--- src/rtl/router_sync_n_pkg.sv ---
// Shared defaults and address-error convention for the
// router output-channel synchroniser.
package router_sync_n_pkg;

  localparam int ROUTER_NUM_CH  = 3;
  localparam int ROUTER_TIMEOUT = 30;

  localparam logic ADDR_OK  = 1'b0;
  localparam logic ADDR_BAD = 1'b1;

  function automatic logic addr_check(int addr, int num_ch);
    return (addr >= num_ch) ? ADDR_BAD : ADDR_OK;
  endfunction

endpackage

--- src/rtl/router_sync_wdog.sv ---
// Per-channel read-timeout watchdog; pulses soft_reset
// after TIMEOUT consecutive valid-but-unread cycles.
module router_sync_wdog #(
  parameter int TIMEOUT = 30,
  parameter int CNT_W   = $clog2(TIMEOUT)
) (
  input  logic clk,
  input  logic resetn,
  input  logic vld,
  input  logic rd,
  output logic soft_reset
);

  logic [CNT_W-1:0] cnt;

  always_ff @(posedge clk or negedge resetn) begin
    if (!resetn) begin
      cnt        <= '0;
      soft_reset <= 1'b0;
    end else if (!vld || rd) begin
      cnt        <= '0;
      soft_reset <= 1'b0;
    end else if (cnt == CNT_W'(TIMEOUT - 1)) begin
      cnt        <= '0;
      soft_reset <= 1'b1;
    end else begin
      cnt        <= cnt + CNT_W'(1);
      soft_reset <= 1'b0;
    end
  end

endmodule

--- src/rtl/router_sync_n.sv ---
// Synchroniser between the router FSM and NUM_CH output
// FIFOs: address latch, write steering, watchdogs.
module router_sync_n
  import router_sync_n_pkg::*;
#(
  parameter int NUM_CH  = ROUTER_NUM_CH,
  parameter int ADDR_W  = 2,
  parameter int TIMEOUT = ROUTER_TIMEOUT,
  parameter int CNT_W   = $clog2(TIMEOUT)
) (
  input  logic              clk,
  input  logic              resetn,
  input  logic              detect_add,
  input  logic [ADDR_W-1:0] data_in,
  input  logic              write_enb_reg,
  input  logic [NUM_CH-1:0] full,
  input  logic [NUM_CH-1:0] empty,
  input  logic [NUM_CH-1:0] read_enb,
  output logic              fifo_full,
  output logic [NUM_CH-1:0] write_enb,
  output logic [NUM_CH-1:0] vld_out,
  output logic [NUM_CH-1:0] soft_reset,
  output logic              addr_err
);

  logic [ADDR_W-1:0] addr_reg;

  always_ff @(posedge clk or negedge resetn) begin
    if (!resetn) begin
      addr_reg <= '0;
      addr_err <= ADDR_OK;
    end else if (detect_add) begin
      addr_reg <= data_in;
      addr_err <= addr_check(int'(data_in), NUM_CH);
    end
  end

  // A bad address reports not-full so the FSM drains and drops it.
  always_comb begin
    fifo_full = 1'b0;
    write_enb = '0;
    for (int i = 0; i < NUM_CH; i++) begin
      if (!addr_err && addr_reg == ADDR_W'(i)) begin
        fifo_full    = full[i];
        write_enb[i] = write_enb_reg;
      end
    end
  end

  assign vld_out = ~empty;

  for (genvar g = 0; g < NUM_CH; g++) begin : g_wdog
    router_sync_wdog #(
      .TIMEOUT(TIMEOUT),
      .CNT_W  (CNT_W)
    ) u_wdog (
      .clk       (clk),
      .resetn    (resetn),
      .vld       (vld_out[g]),
      .rd        (read_enb[g]),
      .soft_reset(soft_reset[g])
    );
  end

endmodule

--- config.mk ---
export PLATFORM = sky130hd
export DESIGN_NAME = router_sync_n
export DESIGN_NICKNAME = d
export VERILOG_FILES = /design/src/rtl/router_sync_n_pkg.sv /design/src/rtl/router_sync_wdog.sv /design/src/rtl/router_sync_n.sv
export SDC_FILE = /design/constraint.sdc
export NUM_CORES = 1
export LEC_CHECK = 0
export BUFFER_PORTS_ARGS = -buffer_cell sky130_fd_sc_hd__buf_2
export CAP_MARGIN = 20
export CORE_UTILIZATION = 43
export DETAILED_ROUTE_END_ITERATION = 8
export GPL_ROUTABILITY_DRIVEN = 1
export PLACE_DENSITY = 0.76
export SYNTH_ARGS = -nofsm -noshare
export SYNTH_HDL_FRONTEND = slang
export SYNTH_HIERARCHICAL = 1
export SYNTH_SLANG_ARGS = --single-unit
export TNS_END_PERCENT = 30
--- constraint.sdc ---
create_clock -name clk -period 2.8 [get_ports clk]
set_input_delay 0.56 -clock clk [delete_from_list [all_inputs] [get_ports clk]]
set_output_delay 0.56 -clock clk [all_outputs]
set_load 0.005 [all_outputs]
==> summary.md <==
| Metric | Value |
|---|---|
| Wire length per cell | 11.0 µm |
| CTS root buf | clkbuf_4 |
| Number of post-CTS setup repair buffers | 0 |
| Total Power | 0.000512 W |
| Yosys warns | 6 |
| First-pass GRT wire length | 2.74 mm |
| Worst rel slew slack | 70.4% |
| Seq/Total Area, Yosys | 55.5% |
| Average cell area after synthesis | 11.3 µm² |
| Crit path kind | reg -> out |
| DIE WIDTH | 48.9 µm |
| Post-synth cell types | 18 |
| Setup Skew | 0.00216 ns |
| Mapped Area | 947 µm² |
| Synth Instances | 84 |
| PD cells | 451 nW/µm² |
| Fin nets | 135 |
| Final Util | 56.1% |
| Max reg flops | 15 |
| Area growth syn-to-layout | 19.7% |
| I/O pin total | 26 |
| Clock sinks | 21 |
| Worst slew pin tran | 0.443 ns |
| IO buf count | 25 |
| Remaining DRCs | 0 |
| CP startpoint kind | register |
| Initial antenna violation count | 0 |
| Lkg Pwr | 0.565 nW |
| Skew-Pair Late Insertion Delay | 0.29 ns |
| Peak supply drop | 0.000295 V |
| HPWL Detailed | 1.17 mm |
| Hold-fix buffers at CTS | 0 |
| Max Clk Rate | 543 MHz |
| Clock buffer depth | 2 |
| Num CTS Buffers | 3 |
| Crit-path max FO | 7 |
| Vias in the first global route | 656 |
| Synthesized Nets | 105 |
| CP arrival | 1.28 ns |
| Tcrit/Tclk final | 65.8% |
| Drt first pass iters | 4 |
| Post-DRT Antenna Nets | 0 |
| Post_cts resized | 0 |
| GR Util All Layers | 14.9% |
| Worst reg-to-reg path cell count | 4 |
| MaxCap Viol Count | 0 |
| DR vias | 691 |
| HP Class | in -> async |
| CTS tree | yes |
| Outcome | finished, final reports clean |
| Routability cong. | 0.683 |
| Max-slew violations | 0 |
| 1st-iter DRT viols | 6 |
| Row count | 16 |
| Required @ worst endpoint | 2.24 ns |
| Setup crit end kind | output pin |
| Via-per-instance ratio | 4.94 |
| Final Critical Period | 1.84 ns |
| RSZ-0062 raised after global routing | no |
| Setup violations, final | 0 |
| Gr ovfl total | 0 |
| Pin count of the biggest net entering global routing | 22 |
| Clock-pin slew on the worst setup and hold paths | 0.11 ns |
| Final hold viol count | 0 |
| FF+latch count, synth | 21 |
| Setup TNS | 0 ns |
| Core ar. | 2020 µm² |
| Layout cells sized above 1 | 28.3% |
| Die area | 2390 µm² |
| Die Y | 48.9 µm |
| Antenna cells | 0 |
| Initial Util | 46.8% |
| Routed WL | 1.54 mm |
| H-tree levels | 1 |
## per-stage QoR
stage / hold WS (ns) / setup slack (ns) / std cells / cell area, µm²
floorplan: 0.264 / 1.27 / 84 / 947
global placement: 0.476 / 1.06 / 136 / 1110
detailed placement: 0.487 / 1.05 / 136 / 1110
CTS: 0.191 / 0.932 / 140 / 1130
global route: 0.205 / 0.865 / 140 / 1130
finish: 0.188 / 0.958 / 140 / 1130
## final timing paths
kind / start / end / slack, ns
worst max-delay path: addr_reg[0] / fifo_full / 0.96
worst min register to register: g_wdog[2].u_wdog/cnt[0] / g_wdog[2].u_wdog/cnt[0] / 0.50
worst min-delay path: resetn / g_wdog[1].u_wdog/soft_reset / 0.19
min in group clk: read_enb[2] / g_wdog[2].u_wdog/soft_reset / 0.41
max in group asynchronous: resetn / g_wdog[2].u_wdog/cnt[4] / 2.31
worst max register to register: g_wdog[1].u_wdog/cnt[0] / g_wdog[1].u_wdog/cnt[1] / 1.62
## critical path, cell delays in order (launching register included)
cell and delay (ns):
dfrtp_1 0.45, nor2b_1 0.14, a211oi_1 0.06, a211oi_1 0.20, buf_2 0.14
## layout make-up
type,count,area (µm²)
flip-flops and latches,21,526
clock buffers,3,22.5
well taps,27,33.8
fillers,189,888
clock inverters,1,5.00
repair buffers,25,125
inverters,7,26.3
multi-input cells,56,395
## cell usage after synthesis
| cell type | number | area share, % |
|---|---|---|
| nand4_1 | 3 | 2.0 |
| nor2_1 | 15 | 5.9 |
| xor2_1 | 6 | 5.5 |
| inv_1 | 7 | 2.8 |
| xnor2_1 | 3 | 2.8 |
| nor2b_1 | 1 | 0.66 |
| o21ai_1 | 1 | 0.53 |
| nor3b_1 | 3 | 2.4 |
| and4bb_2 | 1 | 1.3 |
| nand3b_1 | 3 | 2.4 |
| a211oi_1 | 2 | 1.6 |
| nand2b_1 | 1 | 0.66 |
| dfrtp_1 | 21 | 55 |
| nor4bb_1 | 1 | 1.1 |
| nor4b_1 | 1 | 0.92 |
| nand3_1 | 7 | 3.7 |
| mux2_2 | 2 | 2.4 |
| ha_1 | 6 | 7.9 |
## power breakdown
group / total [W] / internal (W) / switching (W)
logic: 0.0000506 / 0.0000262 / 0.0000244
clock network: 0.000140 / 0.0000531 / 0.0000868
registers: 0.000321 / 0.000311 / 0.0000101
## layout by cell type, fill, tap and decap left out, types with 2 or more instances in the layout
cell      instances
clkbuf_4          3
inv_1             7
ha_1              6
xor2_1            6
mux2_2            2
xnor2_1           3
dfrtp_1          21
a211oi_1          2
nor2_1           15
nand4_1           3
buf_2            25
nor3b_1           3
nand3_1           7
nand3b_1          3
## cell families after synthesis
family	count (synthesis)	share of synthesized area (%)
simple gates	36	21.0
mux	2	2.38
xor+xnor	9	8.32
buf+inv	7	2.77
flops	21	55.5
fa+ha+maj	6	7.93
compound gates	3	2.11
## routing by layer
layer	vias up	GRT usage [%]	share of wire (%)
met4	0	5.88	0
met2	19	26.4	51
li1	342	-	-
met3	0	3.43	4.6
met5	-	0	0
met1	330	17.4	44
Note: power is estimated with default switching activity, not from simulation.
